**config.mk**
```make
export PLATFORM = sky130hd
export DESIGN_NAME = run_ctrl
export DESIGN_NICKNAME = d
export VERILOG_FILES = /design/src/rtl/run_ctrl.sv
export SDC_FILE = /design/constraint.sdc
export NUM_CORES = 1
export LEC_CHECK = 0
export ABC_AREA = 1
export CAP_MARGIN = 20
export CORE_ASPECT_RATIO = 0.9
export CORE_UTILIZATION = 35
export CTS_CLUSTER_DIAMETER = 80
export CTS_CLUSTER_SIZE = 20
export DETAILED_ROUTE_END_ITERATION = 10
export GPL_TIMING_DRIVEN = 0
export MAX_ROUTING_LAYER = met4
export PLACE_DENSITY = 0.75
export SLEW_MARGIN = 5
export SYNTH_ARGS = -nofsm -noshare
export SYNTH_HDL_FRONTEND = slang
export SYNTH_SLANG_ARGS = --single-unit
```
**constraint.sdc**
```tcl
create_clock -name clk -period 2.7 [get_ports clk]
set_input_delay 0.54 -clock clk [delete_from_list [all_inputs] [get_ports clk]]
set_output_delay 0.54 -clock clk [all_outputs]
set_load 0.1 [all_outputs]
```
**src/rtl/run_ctrl.sv**
```systemverilog
// run_ctrl: run sequencer and dat_mem arbiter between host loader and core
module run_ctrl #(
    parameter int D       = 10,
    parameter int DONE_PC = 381,
    parameter int AW      = 8,
    parameter int CW      = 16,
    parameter int TIMEOUT = 4096
) (
    input  logic          clk,
    input  logic          reset,
    input  logic          start,
    input  logic          abort,
    input  logic          host_req,
    input  logic          host_we,
    input  logic [AW-1:0] host_addr,
    input  logic [7:0]    host_wdata,
    output logic          host_gnt,
    output logic [7:0]    host_rdata,
    output logic          host_rvalid,
    input  logic          core_we,
    input  logic          core_re,
    input  logic [AW-1:0] core_addr,
    input  logic [7:0]    core_wdata,
    output logic          mem_wr_en,
    output logic          mem_rd_en,
    output logic [AW-1:0] mem_addr,
    output logic [7:0]    mem_din,
    input  logic [7:0]    mem_dout,
    input  logic [D-1:0]  prog_ctr,
    output logic          core_rst,
    output logic          pc_en,
    output logic          busy,
    output logic          done,
    output logic          fault,
    output logic [CW-1:0] cycles
);
    typedef enum logic [2:0] {IDLE, ARM, RUN, DONE, FAULT} state_t;
    state_t state, nxt;
    logic at_done, at_to, host_own, core_own;
    assign at_done = prog_ctr == D'(DONE_PC);
    assign at_to = cycles == CW'(TIMEOUT - 1);
    assign host_rdata = mem_dout;
    // state register
    always_ff @(posedge clk or negedge reset)
        if (!reset) state <= IDLE;
        else state <= nxt;
    // next-state: abort beats done, done beats timeout
    always_comb begin
        nxt = state;
        case (state)
            IDLE:        nxt = start ? ARM : IDLE;
            ARM:         nxt = abort ? IDLE : RUN;
            RUN:         nxt = abort ? IDLE : at_done ? DONE : at_to ? FAULT : RUN;
            DONE, FAULT: nxt = start ? ARM : state;
            default:     nxt = IDLE;
        endcase
    end
    // run cycle counter: cleared in ARM, saturating count of RUN edges not cut short by abort
    always_ff @(posedge clk or negedge reset)
        if (!reset) cycles <= '0;
        else if (state == ARM) cycles <= '0;
        else if (state == RUN && !abort && cycles != {CW{1'b1}}) cycles <= cycles + 1'b1;
    // decoded outputs and memory ownership, forced idle while reset is low
    always_comb begin
        host_own    = reset && (state == IDLE || state == DONE || state == FAULT);
        core_own    = reset && state == RUN;
        core_rst    = !reset || state == IDLE || state == ARM;
        pc_en       = core_own && !at_done;
        busy        = reset && (state == ARM || state == RUN);
        done        = reset && state == DONE;
        fault       = reset && state == FAULT;
        host_gnt    = host_own && host_req;
        host_rvalid = host_gnt && !host_we;
        mem_wr_en   = host_own ? host_req && host_we : core_own && core_we;
        mem_rd_en   = host_own ? host_req && !host_we : core_own && core_re;
        mem_addr    = core_own ? core_addr : host_addr;
        mem_din     = core_own ? core_wdata : host_wdata;
    end
endmodule

```
==> summary.md, run 1 <==
| Metric | Value |
|---|---|
| Vias in the first global route | `approximately 1.7k` |
| Warnings from Yosys | `0` |
| Largest net degree at the start of global routing | `25` |
| Non-filler instance count after layout | `398` |
| Ports | `between 100 and 150` |
| Post-Synthesis Cells | `around 230` |
| Register area share after synthesis | `0.283` |
| Setup TNS | `0 ps` |
| Max IR drop VDD | `0.442 mV` |
| Critical path capture point type | `primary output` |
| Crit path max-delay family | `buffers and inverters` |
| FP Rows | `23` |
| Max Cap Viol | `0` |
| Final slew viol count | `0` |
| Logic pwr share | `0.720` |
| Netlist cell types | `26` |
| Net Sw Power | `about 1200 uW` |
| N_diodes | `0` |
| Synth Flop Type | `dfrtp_1` |
| Vias | `roughly 1.9k` |
| Status | `finished clean` |
| Reg power frac | `0.181` |
| Root buffer cell | `clkbuf_8` |
| Post-route cell area | `approximately 2800 um2` |
| Die X | `around 75 um` |
| CTS buffer count | `3` |
| GRT Util Overall | `0.209` |
| Bufs on Longest Clock Path | `2` |
| Area grow syn2layout | `65.3%` |
| RSZ-0062 raised after global routing | `no` |
| First-pass GRT wire length | `7.82 mm` |
| Post-synth EDFFs | `0` |
| Vias per cell | `about 4.7` |
| Worst Path Buf+Inv | `3` |
| Most numerous cell in the Yosys netlist | `nand2_1` |
| IO buf count | `slightly below 100` |
| Mapped Nets | `292` |
| Seq cells post-synth | `19` |
| Fillers | `between 400 and 500` |
| Drt wl/cell | `approximately 13 um` |
| Core area | `roughly 4500 um2` |
| Detail Route Antenna Nets | `0` |
| GRT overflow | `0` |
| Setup crit start kind | `register` |
| Min Tclk post-route | `2550 ps` |
| Final setup fails | `0` |
| CTS Sinks | `19` |
| Switch share | `0.593` |
| DRT iter0 DRCs | `85` |
| Crit share post-route | `0.946` |
| Crit-path slowest cell | `dfrtp_1` |
| Netlist Area Pre-Place | `1680 um2` |
| Final Hold Viols | `0` |
| CP Max Fanout | `10` |
| WS Path Type | `register to primary output` |
| Hold Slack | `~170 ps` |
| Final nets | `slightly below 400` |
| Slowest stage delay, CP | `~440 ps` |
| Share of the synthesized area in the top cell type | `0.283` |
| Worst path required time | `2160 ps` |
| Worst skew pair latency | `approximately 260 ps` |
| TritonCTS clock tree | `built` |
| Initial antenna violation count | `0` |
| DRC viols | `0` |
| Pint | `about 810 uW` |
| Placed Area | `around 2800 um2` |
| Layout cells sized above 1 | `0.223` |
| RePlAce Congestion | `about 0.87` |
| Slew of the pin with the lowest slew margin | `989 ps` |
| DP HPWL | `between 4 and 5 mm` |
| Clock Power Share | `0.099` |
| DIE AREA | `5080 um2` |
| Post-Route WL | `about 5.3 mm` |
| Fin Clk Skew | `around 8.4 ps` |
| Leak | `0.00126 uW` |
| Mean Syn Cell Area | `7.21 um2` |
| Relative slew slack | `0.339` |
| CTS clk-pin slew, worst paths | `about 70 ps` |
| Die H | `67.7 um` |
| Synth async-reset ratio | `1.00` |
| Dpl cells | `393` |
| Post-synth top cells | `nand2_1, nor2_1, inv_1` |
| CP arrival | `2010 ps` |
| Pwr Density | `just over 700 nW/um2` |
| H-tree depth | `1` |
| CP cell instances | `inv_2 -> nor3_4 -> nand2_4 -> buf_6 -> mux2_4 -> buf_2` |
| Largest cells by area after synthesis | `dfrtp_1, nand2_1, mux2_4` |
| Hold crit path type | `input pin to async pin` |
| Starting Density | `0.372` |
| Dominant cell type by area after synthesis | `dfrtp_1` |
| Max Clock Freq | `~400 MHz` |
| TritonRoute pass-1 iters | `4` |
## path summary, 6_finish.rpt
kind                                        from                      to  slack [ps]  depth (start not counted)
max in group asynchronous                  reset    state[2]$_DFFE_PN0P_        2280                          1
min in group clk           cycles[1]$_DFFE_PN0P_   cycles[1]$_DFFE_PN0P_         540                          2
hold reg to reg            cycles[1]$_DFFE_PN0P_   cycles[1]$_DFFE_PN0P_         540                          2
setup / recovery            state[1]$_DFFE_PN0P_              mem_din[6]         150                          6
hold / removal                             reset  cycles[11]$_DFFE_PN0P_         170                          1
setup reg to reg           cycles[0]$_DFFE_PN0P_   cycles[7]$_DFFE_PN0P_         760                         10
## flip-flops by register name (all words and copies together) (netlist names)
name / cells
cycles: 16
state: 3
## layer usage
layer,up-vias,part of all wire,global-route usage
li1,960,-,-
met1,850,0.44,0.282
met2,63,0.50,0.328
met3,2,0.052,0.0373
met4,0,0.0042,0.0377
met5,-,0,-
## cell families (layout without fill, tap and decap cells)
kind of cell | count (synthesis) | count (layout) | share of synthesized area
fa+ha+maj | 1 | 1 | 0.00744
xor+xnor | 3 | 3 | 0.0156
mux | 16 | 16 | 0.125
simple gates | 143 | 143 | 0.409
buf+inv | 37 | 140 | 0.114
compound gates | 14 | 14 | 0.0462
flops | 19 | 19 | 0.283
## power by group through the flow
stage	clock network, uW	logic [uW]	registers, uW
3_3_place_gp	0	1450	363
4_1_cts	204	1420	360
3_5_place_dp	0	1460	364
6_report	197	1430	360
5_1_grt	213	1510	365
2_1_floorplan	0	1000	467
## placed cells by master, fill, tap and decap left out, types with 5 or more instances in the layout
cell type	n
buf_4	12
inv_1	23
clkdlybuf4s15_2	11
nand4_1	15
buf_2	7
mux2_4	8
nand3_1	14
nand2_1	73
clkdlybuf4s50_1	72
o21ai_0	5
nor2_1	26
mux2_2	8
dfrtp_1	19
## metrics by stage
step	total power, uW	util	setup WS, ps
finish	1990	0.615	145
global route	2090	0.615	30.3
CTS	1990	0.612	35.6
detailed placement	1820	0.610	-1520
global placement	1810	0.610	-1490
floorplan	1470	-	-348
## final cells by class
class | instances | area (um2) | share of cell area
Clock buffer | 4 | 45.0 | 0.0162
Timing Repair Buffer | 100 | 961 | 0.346
Sequential cell | 19 | 475 | 0.171
Buffer | 11 | 93.8 | 0.0338
Inverter | 25 | 93.8 | 0.0338
Tap cell | 62 | 77.6 | 0.0279
Multi-Input combinational cell | 177 | 1030 | 0.371
## what timing repair did
| item | 4_1_cts | 5_1_grt |
|---|---|---|
| setup buffers | 0 | 2 |
| setup endpoints to repair | 25 | 18 |
| pin swaps | 0 | 1 |
| hold buffers | 0 | 0 |
| resized for setup | 102 | 5 |
Power figures use the tool's default switching activity.
==> inputs of run 2 (changes only) <==
--- a/config.mk
+++ b/config.mk
@@ -12,7 +12,6 @@
 export CTS_CLUSTER_DIAMETER = 80
 export CTS_CLUSTER_SIZE = 20
 export DETAILED_ROUTE_END_ITERATION = 10
-export GPL_TIMING_DRIVEN = 0
 export MAX_ROUTING_LAYER = met4
 export PLACE_DENSITY = 0.75
 export SLEW_MARGIN = 5
==> run 2 against run 1 <==
Compared with the run above:
- combinational power is 8% higher
- utilization up 1.6 points
- final cell count fell by 4.8%
- routed wire length is 1.6% lower
- global-route usage fell by 0.50 points
- critical path type unchanged
- critical endpoint is now mem_din[5]
==> summary.md, run 2 (same netlist as run 1, synthesis figures left out) <==
| Metric | Value |
|---|---|
| Status | `finished clean` |
| CTS clk-pin slew, worst paths | `70 ps (about the same)` |
| Crit path max-delay family | `simple AND/OR/NAND/NOR gates` |
| Drt wl/cell | `13.8 um (+3.3%)` |
| Setup crit start kind | `register` |
| DP HPWL | `4.29 mm (+0.87%)` |
| Max Clock Freq | `411 MHz (+5.1%)` |
| Final slew viol count | `0 (unchanged)` |
| CTS buffer count | `3 (unchanged)` |
| CP arrival | `1890 ps (-120 ps)` |
| Resize count post-CTS | `0 (-100%)` |
| Bufs on Longest Clock Path | `2 (unchanged)` |
| Reg2reg end | `cycles[12]$_DFFE_PN0P_` |
| Worst Path Buf+Inv | `1 (-2)` |
| Detail Route Antenna Nets | `0 (unchanged)` |
| Vias | `1809 (-3.5%)` |
| Hold crit path type | `input pin to async pin` |
| Worst skew pair latency | `260 ps (about the same)` |
| Vias in the first global route | `1534 (-7.5%)` |
| Commonest non-fill, non-tap cell in the layout | `nand2_1` |
| Non-filler instance count after layout | `379 (-4.8%)` |
| Biggest register | `cycles` |
| Vias per cell | `4.77 (+1.3%)` |
| Ports | `107 (unchanged)` |
| Dpl cells | `375 (-4.6%)` |
| Multi-input gate area | `1030 um2 (unchanged)` |
| Hold Buf Count CTS | `0 (unchanged)` |
| GRT overflow | `0 (unchanged)` |
| RSZ-0062 raised after global routing | `no` |
| FP Rows | `23 (unchanged)` |
| Max reg flops | `16 (unchanged)` |
| Min Tclk post-route | `2430 ps (-124 ps)` |
| Relative slew slack | `0.746 (+0.407)` |
| Core area | `4520 um2 (unchanged)` |
| Leak | `0.00133 uW (+5.5%)` |
| Initial antenna violation count | `0 (unchanged)` |
| Crit share post-route | `0.900 (-0.0461)` |
| Hold Slack | `172 ps (+1.33 ps)` |
| Starting Density | `0.372 (unchanged)` |
| CTS Sinks | `19 (unchanged)` |
| H-tree depth | `1 (unchanged)` |
| Worst R2R Start | `cycles[0]$_DFFE_PN0P_` |
| GRT Util Overall | `0.204 (-0.00497)` |
| DRC viols | `0 (unchanged)` |
| Critical path capture point type | `primary output` |
| Reg2reg setup slack | `810 ps (+50 ps)` |
| Commonest non-fill, non-tap cells in the layout | `nand2_1, clkdlybuf4s50_1, nor2_1, buf_12, inv_1` |
| Die H | `67.7 um (unchanged)` |
| Post-Route WL | `5.21 mm (-1.6%)` |
| Max IR drop VDD | `0.527 mV (+19%)` |
| IO buf count | `90 (-8.2%)` |
| Fin Clk Skew | `4.62 ps (-3.75 ps)` |
| Largest net degree at the start of global routing | `21 (-16%)` |
| Final nets | `377 (-4.8%)` |
| CP Max Fanout | `18 (+8)` |
| Layout cells sized above 1 | `0.252 (+0.0292)` |
| Slowest stage delay, CP | `480 ps (+40 ps)` |
| DRT iter0 DRCs | `97 (+14%)` |
| DIE AREA | `5080 um2 (unchanged)` |
| RePlAce Congestion | `0.902 (+3.2%)` |
| R2R depth | `9 (-1)` |
| Root buffer cell | `clkbuf_8` |
| N_diodes | `0 (unchanged)` |
| Final setup fails | `0 (unchanged)` |
| TritonRoute pass-1 iters | `4 (unchanged)` |
| Crit-path slowest cell | `dfrtp_1` |
| Final Hold Viols | `0 (unchanged)` |
| TritonCTS clock tree | `built` |
| Register area | `475 um2 (unchanged)` |
| Max Cap Viol | `0 (unchanged)` |
| Die X | `75.0 um (unchanged)` |
| Setup TNS | `0 ps (unchanged)` |
| Pre-CTS WS | `64.3 ps (+1590 ps)` |
| Slew of the pin with the lowest slew margin | `381 ps (-608 ps)` |
| Largest regs | `cycles: 16 flops, state: 3 flops` |
| First-pass GRT wire length | `7.55 mm (-3.5%)` |
| Worst path required time | `2160 ps (about the same)` |
| CP cell instances | `nor3_4 -> nand2_4 -> mux2_4 -> buf_12` |
| Area grow syn2layout | `69.7%` |
| Pwr Density | `735 nW/um2 (+2.6%)` |
| Setup Fix Bufs, Post-CTS | `0 (unchanged)` |
| Worst Slack Setup Final | `270 ps (+124 ps)` |
| WS Path Type | `register to primary output` |
| Fillers | `370 (-14%)` |
-- run 2: changes by cell type in the layout (fill, tap and decap cells not counted), sizes merged --
cell | before | now
clkdlybuf4s50 | 72 | 48
buf | 22 | 43
clkdlybuf4s15 | 11 | 0
clkbuf | 7 | 4
clkdlybuf4s18 | 2 | 0
dlygate4sd2 | 1 | 0
dlymetal6s2s | 0 | 1
-- run 2: area by class of cell --
| cell class | count | area share |
|---|---|---|
| inverters | 25 | 0.0329 |
| repair buffers | 92 | 0.396 |
| multi-input cells | 177 | 0.362 |
| flip-flops and latches | 19 | 0.167 |
| well taps | 62 | 0.0272 |
| clock buffers | 4 | 0.0158 |
-- run 2: worst max-delay path by stage --
| stage | from | endpoint | cells after the start |
|---|---|---|---|
| global route | state[2]$_DFFE_PN0P_ | mem_addr[6] | 4 |
| global placement | reset | mem_addr[0] | 4 |
| CTS | reset | mem_wr_en | 8 |
| finish | state[2]$_DFFE_PN0P_ | mem_din[5] | 4 |
| floorplan | state[2]$_DFFE_PN0P_ | busy | 4 |
| detailed placement | reset | mem_wr_en | 8 |
-- run 2: power by group --
part	total (uW)	internal (uW)	switching, uW
logic	1540	520	1020
registers	360	315	44.2
clock network	200	105	94.9
-- run 2: through the flow --
stage | instance area [um2] | total power [uW] | utilization
after floorplan | 1700 | 1470 | -
after global placement | 2800 | 1900 | 0.621
after detailed placement | 2800 | 1910 | 0.621
after CTS | 2850 | 2110 | 0.631
after global routing | 2850 | 2190 | 0.631
final | 2850 | 2100 | 0.631
-- run 2: per-layer routing --
layer / share of wire / routed length [um] / global-route usage
met1: 0.44 / 2270 / 0.279
met2: 0.51 / 2660 / 0.306
met3: 0.047 / 243 / 0.0478
met4: 0.0079 / 41 / 0.0401
met5: 0 / 0 / -
